--- src/rtl/mm_io_pkg.sv ---
`default_nettype none
//==============================================================================
// Module   : mm_io_pkg
// Purpose  : Shared constants for the memory-mapped keypad port: bus
//            addresses, key codes, status codes, key-latch state type and
//            the press-vector to key-code encoder.
// Ports    : none (package)
// Revision : 1.0 - initial release
//==============================================================================
package mm_io_pkg;

   localparam int NUM_BTNS = 6;

   // Data-memory byte addresses decoded by the port
   localparam logic [7:0] C_ADDR_KEY    = 8'hF6;
   localparam logic [7:0] C_ADDR_PEND   = 8'hF7;
   localparam logic [7:0] C_ADDR_STATUS = 8'hFE;
   localparam logic [7:0] C_ADDR_LED    = 8'hFF;

   // Key codes seen by software at C_ADDR_KEY
   localparam logic [7:0] C_KEY_NONE   = 8'd0;
   localparam logic [7:0] C_KEY_FLAG   = 8'd1;
   localparam logic [7:0] C_KEY_REVEAL = 8'd2;
   localparam logic [7:0] C_KEY_UP     = 8'd4;
   localparam logic [7:0] C_KEY_RIGHT  = 8'd5;
   localparam logic [7:0] C_KEY_DOWN   = 8'd6;
   localparam logic [7:0] C_KEY_LEFT   = 8'd7;

   // Game status values written by software to C_ADDR_STATUS
   localparam logic [7:0] C_STATUS_WON  = 8'd2;
   localparam logic [7:0] C_STATUS_DEAD = 8'd6;

   typedef enum logic [0:0] {
      ST_IDLE = 1'b0,
      ST_HELD = 1'b1
   } key_state_t;

   // Button index (BTN bit) to key code
   function automatic logic [7:0] btn_code(input int idx);
      logic [7:0] code;
      case (idx)
         0:       code = C_KEY_REVEAL;
         1:       code = C_KEY_FLAG;
         2:       code = C_KEY_UP;
         3:       code = C_KEY_RIGHT;
         4:       code = C_KEY_DOWN;
         5:       code = C_KEY_LEFT;
         default: code = C_KEY_NONE;
      endcase
      return code;
   endfunction

   // Lowest set index wins; scanning downward lets the lowest overwrite last
   function automatic logic [7:0] press_code(input logic [NUM_BTNS-1:0] ev);
      logic [7:0] code;
      code = C_KEY_NONE;
      for (int i = NUM_BTNS - 1; i >= 0; i--) begin
         if (ev[i]) code = btn_code(i);
      end
      return code;
   endfunction

endpackage
`default_nettype wire

--- src/rtl/mmio_keypad_port_if.sv ---
`default_nettype none
//==============================================================================
// Module   : mmio_keypad_port_if
// Purpose  : CPU data-memory byte bus between the core and the keypad port.
// Ports    : ADDR  - byte address          (master -> slave)
//            WDATA - store data (SB)       (master -> slave)
//            WE    - one-cycle store strobe (master -> slave)
//            RDATA - load data (LB)        (slave -> master)
//            HIT   - address belongs here  (slave -> master)
// Revision : 1.0 - initial release
//==============================================================================
interface mmio_keypad_port_if;
   logic [7:0] ADDR;
   logic [7:0] WDATA;
   logic       WE;
   logic [7:0] RDATA;
   logic       HIT;

   modport master (
      output ADDR,
      output WDATA,
      output WE,
      input  RDATA,
      input  HIT
   );

   modport slave (
      input  ADDR,
      input  WDATA,
      input  WE,
      output RDATA,
      output HIT
   );
endinterface
`default_nettype wire

--- src/rtl/btn_debounce.sv ---
`default_nettype none
//==============================================================================
// Module   : btn_debounce
// Purpose  : Two-flop synchronizer plus counter debouncer for one raw button.
//            Emits a one-cycle press pulse on the cycle the debounced level
//            is about to go 0->1, so the consumer registers it on the same
//            edge the level changes. Releases produce nothing.
// Ports    : CLK, RESET (sync, active-high)
//            btn_async - raw asynchronous button input
//            press     - press event (combinational from registered state)
// Revision : 1.0 - initial release
//==============================================================================
module btn_debounce #(
   parameter int DB_CYCLES = 500000,
   parameter int CNT_W     = 20
) (
   input  wire logic CLK,
   input  wire logic RESET,
   input  wire logic btn_async,
   output logic      press
);

   localparam logic [CNT_W-1:0] C_CNT_LAST = CNT_W'(DB_CYCLES - 1);

   logic             r_sync1;
   logic             r_sync2;
   logic             r_level;
   logic [CNT_W-1:0] r_cnt;

   logic w_differ;
   logic w_toggle;

   assign w_differ = (r_sync2 != r_level);
   // DB_CYCLES consecutive disagreeing samples flip the level
   assign w_toggle = w_differ && (r_cnt == C_CNT_LAST);
   assign press    = w_toggle && !r_level;

   always_ff @(posedge CLK) begin
      if (RESET) begin
         r_sync1 <= 1'b0;
         r_sync2 <= 1'b0;
         r_level <= 1'b0;
         r_cnt   <= '0;
      end else begin
         r_sync1 <= btn_async;
         r_sync2 <= r_sync1;
         if (!w_differ) begin
            r_cnt <= '0;
         end else if (w_toggle) begin
            r_level <= ~r_level;
            r_cnt   <= '0;
         end else begin
            r_cnt <= r_cnt + 1'b1;
         end
      end
   end

endmodule
`default_nettype wire

--- src/rtl/mmio_keypad_port.sv ---
`default_nettype none
//==============================================================================
// Module   : mmio_keypad_port
// Purpose  : Memory-mapped keypad / LED / status port for the game CPU.
//            Debounces six buttons, latches one key code until software
//            acknowledges it, and holds LED and STATUS registers.
// Ports    : CLK, RESET (sync, active-high)
//            bus     - CPU byte bus (slave): ADDR, WDATA, WE, RDATA, HIT
//            BTN     - raw buttons: 0 reveal,1 flag,2 up,3 right,4 down,5 left
//            LED     - last byte stored to 0xFF
//            STATUS  - last byte stored to 0xFE
//            REFRESH - one-cycle pulse after a nonzero store to 0xF7
//            Map: 0xF6 key code (R), 0xF7 pending flag (R) / ack-refresh (W),
//                 0xFE status (R/W), 0xFF LED (R/W)
// Revision : 1.0 - initial release
//==============================================================================
module mmio_keypad_port
   import mm_io_pkg::*;
#(
   parameter int DB_CYCLES = 500000,
   parameter int CNT_W     = 20
) (
   input  wire logic              CLK,
   input  wire logic              RESET,
   mmio_keypad_port_if.slave      bus,
   input  wire logic [NUM_BTNS-1:0] BTN,
   output logic [7:0]             LED,
   output logic [7:0]             STATUS,
   output logic                   REFRESH
);

   logic [NUM_BTNS-1:0] w_press;
   logic                w_any_press;
   logic [7:0]          w_code;
   logic                w_we_pend;
   logic                w_ack;
   logic                w_refresh_req;

   key_state_t r_state;
   key_state_t w_state_nxt;
   logic [7:0] r_key;
   logic [7:0] w_key_nxt;
   logic       w_pend;

   logic [7:0] r_led;
   logic [7:0] r_status;
   logic       r_refresh;

   // One synchronizer+debouncer per button
   generate
      for (genvar gi = 0; gi < NUM_BTNS; gi++) begin : g_btn
         btn_debounce #(
            .DB_CYCLES (DB_CYCLES),
            .CNT_W     (CNT_W)
         ) u_debounce (
            .CLK       (CLK),
            .RESET     (RESET),
            .btn_async (BTN[gi]),
            .press     (w_press[gi])
         );
      end
   endgenerate

   assign w_any_press   = |w_press;
   assign w_code        = press_code(w_press);

   // A store of zero to 0xF7 acknowledges the key; nonzero requests a refresh
   assign w_we_pend     = bus.WE && (bus.ADDR == C_ADDR_PEND);
   assign w_ack         = w_we_pend && (bus.WDATA == 8'h00);
   assign w_refresh_req = w_we_pend && (bus.WDATA != 8'h00);

   //---------------------------------------------------------------------------
   // Key-latch FSM
   //---------------------------------------------------------------------------
   always_ff @(posedge CLK) begin
      if (RESET) begin
         r_state <= ST_IDLE;
         r_key   <= C_KEY_NONE;
      end else begin
         r_state <= w_state_nxt;
         r_key   <= w_key_nxt;
      end
   end

   always_comb begin
      w_state_nxt = r_state;
      w_key_nxt   = r_key;
      case (r_state)
         ST_IDLE: begin
            if (w_any_press) begin
               w_state_nxt = ST_HELD;
               w_key_nxt   = w_code;
            end
         end
         ST_HELD: begin
            // A fresh press coinciding with the ack replaces the old key;
            // a press without an ack is dropped.
            if (w_ack && w_any_press) begin
               w_key_nxt = w_code;
            end else if (w_ack) begin
               w_state_nxt = ST_IDLE;
               w_key_nxt   = C_KEY_NONE;
            end
         end
         default: begin
            w_state_nxt = ST_IDLE;
            w_key_nxt   = C_KEY_NONE;
         end
      endcase
   end

   assign w_pend = (r_state == ST_HELD);

   //---------------------------------------------------------------------------
   // Output registers
   //---------------------------------------------------------------------------
   always_ff @(posedge CLK) begin
      if (RESET) begin
         r_led     <= 8'h00;
         r_status  <= 8'h00;
         r_refresh <= 1'b0;
      end else begin
         r_refresh <= w_refresh_req;
         if (bus.WE && (bus.ADDR == C_ADDR_LED))    r_led    <= bus.WDATA;
         if (bus.WE && (bus.ADDR == C_ADDR_STATUS)) r_status <= bus.WDATA;
      end
   end

   assign LED     = r_led;
   assign STATUS  = r_status;
   assign REFRESH = r_refresh;

   //---------------------------------------------------------------------------
   // Load path
   //---------------------------------------------------------------------------
   always_comb begin
      bus.RDATA = 8'h00;
      bus.HIT   = 1'b0;
      case (bus.ADDR)
         C_ADDR_KEY: begin
            bus.RDATA = r_key;
            bus.HIT   = 1'b1;
         end
         C_ADDR_PEND: begin
            bus.RDATA = {7'b0, w_pend};
            bus.HIT   = 1'b1;
         end
         C_ADDR_STATUS: begin
            bus.RDATA = r_status;
            bus.HIT   = 1'b1;
         end
         C_ADDR_LED: begin
            bus.RDATA = r_led;
            bus.HIT   = 1'b1;
         end
         default: begin
            bus.RDATA = 8'h00;
            bus.HIT   = 1'b0;
         end
      endcase
   end

endmodule
`default_nettype wire
--- src/flat_wrapper.sv ---
// flat-port wrapper written by rule: the top's interface ports become plain ports
module mmio_keypad_port_flat import mm_io_pkg::*;
#(
   parameter int DB_CYCLES = 500000,
   parameter int CNT_W     = 20
)
  (CLK, RESET, BTN, LED, STATUS, REFRESH, bus_ADDR, bus_WDATA, bus_WE, bus_RDATA, bus_HIT);
  mmio_keypad_port_if bus_i ();
  input  wire logic CLK;
  input  wire logic RESET;
  input  wire logic [NUM_BTNS-1:0] BTN;
  output logic [7:0] LED;
  output logic [7:0] STATUS;
  output logic REFRESH;
  input wire logic [$bits(bus_i.ADDR)-1:0] bus_ADDR;
  input wire logic [$bits(bus_i.WDATA)-1:0] bus_WDATA;
  input wire logic [$bits(bus_i.WE)-1:0] bus_WE;
  output wire logic [$bits(bus_i.RDATA)-1:0] bus_RDATA;
  output wire logic [$bits(bus_i.HIT)-1:0] bus_HIT;
  assign bus_i.ADDR = bus_ADDR;
  assign bus_i.WDATA = bus_WDATA;
  assign bus_i.WE = bus_WE;
  assign bus_RDATA = bus_i.RDATA;
  assign bus_HIT = bus_i.HIT;
  mmio_keypad_port #(.DB_CYCLES(DB_CYCLES), .CNT_W(CNT_W)) u_core (.CLK(CLK), .RESET(RESET), .bus(bus_i), .BTN(BTN), .LED(LED), .STATUS(STATUS), .REFRESH(REFRESH));
endmodule
--- config.mk ---
export PLATFORM = sky130hd
export DESIGN_NAME = mmio_keypad_port_flat
export DESIGN_NICKNAME = d
export VERILOG_FILES = /design/src/rtl/mm_io_pkg.sv /design/src/rtl/mmio_keypad_port_if.sv /design/src/rtl/btn_debounce.sv /design/src/rtl/mmio_keypad_port.sv /design/src/flat_wrapper.sv
export SDC_FILE = /design/constraint.sdc
export NUM_CORES = 1
export LEC_CHECK = 0
export ABC_AREA = 1
export CELL_PAD_IN_SITES_DETAIL_PLACEMENT = 1
export CELL_PAD_IN_SITES_GLOBAL_PLACEMENT = 1
export CORE_MARGIN = 5
export CORE_UTILIZATION = 45
export CTS_BUF_LIST = sky130_fd_sc_hd__clkbuf_4
export DETAILED_ROUTE_END_ITERATION = 6
export GPL_ROUTABILITY_DRIVEN = 0
export HOLD_SLACK_MARGIN = 0.05
export PLACE_DENSITY_LB_ADDON = 0.3
export SLEW_MARGIN = 20
export SYNTH_ARGS = -nofsm -noshare
export SYNTH_HDL_FRONTEND = slang
export SYNTH_SLANG_ARGS = --single-unit
--- constraint.sdc ---
create_clock -name CLK -period 1.86 [get_ports CLK]
set_input_delay 0.186 -clock CLK [delete_from_list [all_inputs] [get_ports CLK]]
set_output_delay 0.186 -clock CLK [all_outputs]
set_load 0.02 [all_outputs]
; Word-level counts from Yosys, hierarchy flattened
; Index checks and enable logic that the tools add are counted.
; W data, S select, Z words.
[totals]
register_bits = 164
latchBits = 0
ram_bits = 0
rom_bits = 0
inputBits = 25
output_inout_bits = 26
wordCells = 123
mem_count = 0
[classes]
add_sub_neg = 6
mul = 0
div = 0
order_cmp = 0
eq_ne = 18
shift = 0
muxes = 16
n_bitwise = 13
n_reduce_logical = 41
[ops]
columns = op, n
row1 = $add A20 B1 Y20 const B, 6
row2 = $eq A20 B19 Y1 const B, 6
row3 = $mux W8, 8
row4 = $eq A8 B8 Y1 const B, 4
row5 = $pmux W8 S4, 1
row6 = $logic_and A1 B1 Y1, 18
row7 = $reduce_or A3 Y1, 6
row8 = $pmux W8 S2, 1
row9 = $reduce_and A2 Y1, 7
row10 = $not A1 Y1, 13
row11 = $logic_not A8 Y1, 1
row12 = $reduce_bool A8 Y1, 1
row13 = $logic_not A1 Y1, 6
row14 = $ne A1 B1 Y1, 6
row15 = $reduce_or A6 Y1, 1
row16 = $mux W1, 4
row17 = $reduce_or A4 Y1, 1
row18 = $mux W3, 1
row19 = $ne A3 B2 Y1 const B, 1
row20 = $ne A2 B1 Y1 const B, 1
row21 = $pmux W1 S2, 1

; Logic depth before layout (Yosys ltp)
[depth]
ltp_word = 11
mapped_depth = 13
depth_no_buf = 12

; Cells and area by module
; From an unflattened synthesis, not the netlist that was laid out.
[hier_totals]
hier_cells = 1194
hier_area_um2 = 8236.6
[by_module_without_submodules]
columns = module, instances, cells_per_inst, area_each_um2, seq_area_each_um2
row1 = btn_debounce, 6, 172, 1173.6, 460.4
row2 = mmio_keypad_port, 1, 162, 1194.9, 420.4

; Least setup slack after synthesis
; Ideal clock, no wire load.
[synth_path]
kind = flip-flop to flip-flop
from = register u_core.g_btn[2].u_debounce.r_cnt[0]
to = register u_core.g_btn[2].u_debounce.r_cnt[18]
setup_time_ps = 66
arrival_time_ps = 1547
required_ps = 1794
path_slack_ps = 247
path_stages_with_launch = 11
path_buffers = 0
period_less_slack_ps = 1613
path_cell_list = dfxtp_1 ha_1 nand2_2 nor2_2 nand3_2 nor2_4 nand2_2 nor2_2 nand3_1 or2_0 a21oi_2
[synth_via]
elab_chain_len = 3
elab_cells_between_ends = 4
classes_between = 1 x add/sub / 1 x eq/ne / 2 x reduce/logical
[synth_lines]
columns = item, line
row1 = "start, declared", btn_debounce.sv:28  ; logic [CNT_W-1:0] r_cnt;
row2 = "start signal, assigned", btn_debounce.sv:53  ; r_cnt <= r_cnt + 1'b1;
row3 = "parallel branches: the longest is 3 deep, another holds $add A20 B1 Y20", -
; Several ways; the timed one is not identified.
; A chain may end at the register's enable or synchronous reset.

; Worst setup path after layout
[layout_path]
from = input bus_ADDR[3]
to = output bus_RDATA[6]
[layout_via]
elab_chain_len = 2
elab_cells_between_ends = 5
classes_between = 4 x eq/ne / 1 x mux
[layout_lines]
columns = item, line
row1 = "start, declared", flat_wrapper.sv:15  ; input wire logic [$bits(bus_i.ADDR)-1:0] bus_ADDR;
row2 = $eq A8 B8 Y1, mmio_keypad_port.sv:139  ; case (bus.ADDR)
row3 = $pmux W8 S4 *, mmio_keypad_port.sv:139
row4 = "end, declared", flat_wrapper.sv:18  ; output wire logic [$bits(bus_i.RDATA)-1:0] bus_RDATA;
; Every way passes the cells marked *; elsewhere a longest branch is shown, timed or not.

==> results by group <==
Drt
  • TritonRoute pass-1 iters: 4
  • DRC: 0
  • DRT Wirelength: 20300 µm
  • Via count: ~7300
  • ANT nets after route: 0
  • DR iter-0 viols: 263
  • Avg Vias per Cell: 5.12
  • Routed length per placed instance: 14.3 µm

Clock network
  • Hold buffers post-CTS: 0
  • Longest Clk Path Bufs: 2
  • Worst-skew pair later-pin latency: 0.55 ns
  • CTS sink count: 159
  • Root buffer cell: clkbuf_4
  • H-Tree Depth: 4
  • Clock Pin Slew Worst Setup and Hold Paths: 0.13 ns
  • Cts bufs inserted: 17
  • CTS tree: built

Setup path
  • Crit path kind: input port to primary output
  • Crit path DAT: ~1.7 ns
  • CP startpoint kind: input port
  • Worst reg2reg startpoint: u_core.g_btn[0].u_debounce.r_cnt[1]
  • Critical path fanouts, max: 5
  • Crit. Startpoint: bus_ADDR[3]
  • Worst Path Required: 1.67 ns
  • Worst setup EP type: primary output

Floorplanning
  • Core Area: between 15000 and 20000 µm²
  • # IOs: 51
  • Die width: 140 µm
  • Row cnt: 47
  • Die H: 140 µm
  • Initial Utilization: 0.460
  • Die Area: slightly below 20000 µm²

Global routing
  • Total GRT Usage: 0.197
  • Vias in the first global route: about 7300
  • Initial antenna violation count: 1
  • Total gr overflow: 0
  • Largest net degree at the start of global routing: 27
  • First-pass GRT wire length: about 33000 µm

Placed design
  • Cell Area, Placed: 8670 µm²
  • Place WS: -0.631 ns
  • I/O Buffers: 50
  • Detail Placement HPWL: 14400 µm

Pwr
  • Clk network pwr share: 0.385
  • Sw frac: 0.242
  • Combinational share of power: 0.032
  • Worst IR drop on VDD: 602 µV
  • Flop pwr share: 0.582
  • Cell internal pwr: 0.00447 W
  • Sw power: 0.00143 W
  • PwrDens: 632 nW/µm²
  • Leak pwr: 3.37 nW

Logic synthesis
  • Yosys warnings: 0
  • Main combinational cell family by area after synthesis: simple AND/OR/NAND/NOR gates
  • Syn Area/Cell: 7.04 µm²
  • Mapped Cells: 1086
  • Library cells used by synthesis: 42
  • Flops & latches, synth: 159
  • Post-synthesis xor/xnor area fraction: 0.0424
  • Compound-Gate Fraction of Synth Area: 0.0888
  • Post-synthesis simple-gate area fraction: 0.354
  • Synth Area in Adders: 0.00982
  • Synth Cell Area: 7650 µm²
  • Post-synth net total: 1117
  • Post-synthesis mux area share: 0
  • Sequential area share after synthesis: 0.416

STA
  • Unrepaired setup endpoints after global routing: true
  • Final Max Slew Viols: 0
  • Hold Fails Final Rpt: 0
  • Post-layout worst setup margin: -0.0185 ns
  • Worst-margin pin slew: just under 0.5 ns
  • Fmax: 0.532 GHz
  • Setup-failing EPs final: 2
  • Minimum clock period: around 1.9 ns
  • Slew margin rel.: 0.675
  • Fin crit share: 1.01
  • Skew final: ~0.015 ns

Min path
  • Hold crit path type: input port to flip-flop
  • Hold wc startpoint: BTN[5]

Finish
  • Syn-to-layout area delta: 22.0%
  • Layout cell share with drive strength beyond 1: 0.162
  • Util after Layout: 0.560
  • Layout net count: 1220
  • Filler cell count: 2177
  • Fin area: 9330 µm²

Outcome
  • Status: complete, but fails checks
  • Failing checks: negative setup slack

Job
  • Maximum Capacitance Violations: 0
-- cell usage after synthesis --
library cell  count  area, µm²
nand2_1         212        796
nor2_1          174        653
dfxtp_1         159       3180
inv_1           155        582
a21oi_1          73        365
nand3_1          53        265
nor3_1           44        220
nand4_1          27        169
o21ai_0          25        125
xor2_1           23        201
xnor2_1          14        123
nor3b_1          13       97.6
clkbuf_1         11       41.3
nor2_2            9       56.3
nand3_2           7       70.1
nor2_4            7       78.8
nor3_2            7       70.1
buf_2             6       30.0
ha_1              6       75.1
nand2_2           6       37.5
or2_2             6       37.5
inv_2             5       18.8
nor4_1            5       31.3
o21bai_1          5       37.5
o22ai_1           5       31.3
a31oi_1           4       25.0
o21a_1            4       30.0
nand3b_1          3       22.5
a211oi_1          2       15.0
nor3_4            2       32.5
o211ai_1          2       15.0
o221ai_1          2       17.5
a21oi_2           1       8.76
and3_1            1       6.26
clkinv_1          1       3.75
nand3_4           1       17.5
nor3b_2           1       12.5
nor4b_2           1       15.0
o2111ai_1         1       8.76
or2_0             1       6.26
or2_4             1       8.76
or4_1             1       7.51
-- metrics by stage --
stage,TNS [ns],instances,power (W),hold WS (ns)
5_1_grt,-0.435,1423,0.00614,0.0884
3_3_place_gp,-4.47,1371,0.00368,0.392
4_1_cts,0,1407,0.00595,0.0970
3_5_place_dp,-6.42,1371,0.00369,0.397
6_report,-0.0198,1423,0.00589,0.137
2_1_floorplan,0,1086,0.00358,0.293
-- registers in the layout, indices dropped and copies added, names as in the netlist --
signal and cells:
u_core.STATUS 8, u_core.LED 8, u_core.g_btn.u_debounce.r_level 6, u_core.g_btn.u_debounce.r_sync2 6, u_core.r_state 1, u_core.g_btn.u_debounce.r_cnt 120
u_core.g_btn.u_debounce.r_sync1 6, u_core.r_key 3, u_core.REFRESH 1
-- final timing paths --
kind                                          end  slack, ns  depth (start not counted)
min reg2reg    u_core.g_btn[4].u_debounce.r_sync2       0.41                          2
max                                  bus_RDATA[6]      -0.02                          7
max reg2reg  u_core.g_btn[0].u_debounce.r_cnt[18]       0.06                         11
min            u_core.g_btn[5].u_debounce.r_sync1       0.14                          3
-- cells in the final DEF (no fill, tap or decap), types with 4 or more instances in the layout --
master	count
nand3_2	10
o21ai_0	25
buf_4	47
nor2_2	16
xor2_1	23
xnor2_1	14
o21bai_1	5
nor3_2	10
or2_2	6
nor3b_1	13
inv_1	151
nor3_1	39
o21a_1	4
dlygate4sd2_1	4
a21oi_1	72
nand4_1	27
clkdlybuf4s50_1	36
nand2_1	207
nor3_4	4
nor2_4	13
nand3_1	50
o22ai_1	4
buf_2	4
nand2_2	10
inv_2	8
dfxtp_1	149
buf_12	6
clkbuf_4	17
nor4_1	5
dfxtp_2	10
a31oi_1	4
nor2_1	161
-- layer usage --
| layer | up-vias | GRT usage | part of all wire |
|---|---|---|---|
| met2 | 94 | 0.354 | 0.51 |
| met3 | 15 | 0.0368 | 0.029 |
| met5 | - | 0 | 0 |
| met4 | 0 | 0.0413 | 0.0075 |
| li1 | 3671 | - | - |
| met1 | 3507 | 0.244 | 0.45 |
-- kinds of logic after synthesis --
logic type,count (synthesis)
AOI/OAI and AO/OA,124
xor gates and xnor gates,37
adders and majority gates,6
buffers and inverters,178
DFF,159
and+or+nand+nor,582
-- worst max-delay path, cell delays in order --
cell	delay (ns)
clkdlybuf4s50_1	0.50
nand2_2	0.09
nor3_2	0.28
inv_2	0.09
buf_6	0.14
o22ai_1	0.21
buf_4	0.19
-- power groups by stage --
stage          combinational, W  sequential (W)  clock (W)
4_1_cts                0.000183         0.00343    0.00233
6_report               0.000191         0.00343    0.00227
3_5_place_dp           0.000182         0.00351          0
3_3_place_gp           0.000176         0.00350          0
2_1_floorplan         0.0000714         0.00350          0
5_1_grt                0.000207         0.00344    0.00250
-- cell type report --
cell class                 instances  area, µm²  share of cell area
antenna                            1       2.50            0.000268
clock buffer                      17        128              0.0137
clock inverter                    15        186              0.0200
inverter                         161        609              0.0653
multi-input combinational        749       4000               0.428
sequential                       159       3200               0.343
tap                              220        275              0.0295
timing repair buffer             101        935               0.100
-- repair_timing --
action | CTS | global route
endpoints found under the hold margin | 0 | 0
gates resized for setup | 64 | 52
pin swaps | 6 | 18
buffers inserted | 3 | 15
endpoints found under the setup margin | 10 | 40
gates cloned | 1 | 0
(Power assumes the default switching activity.)
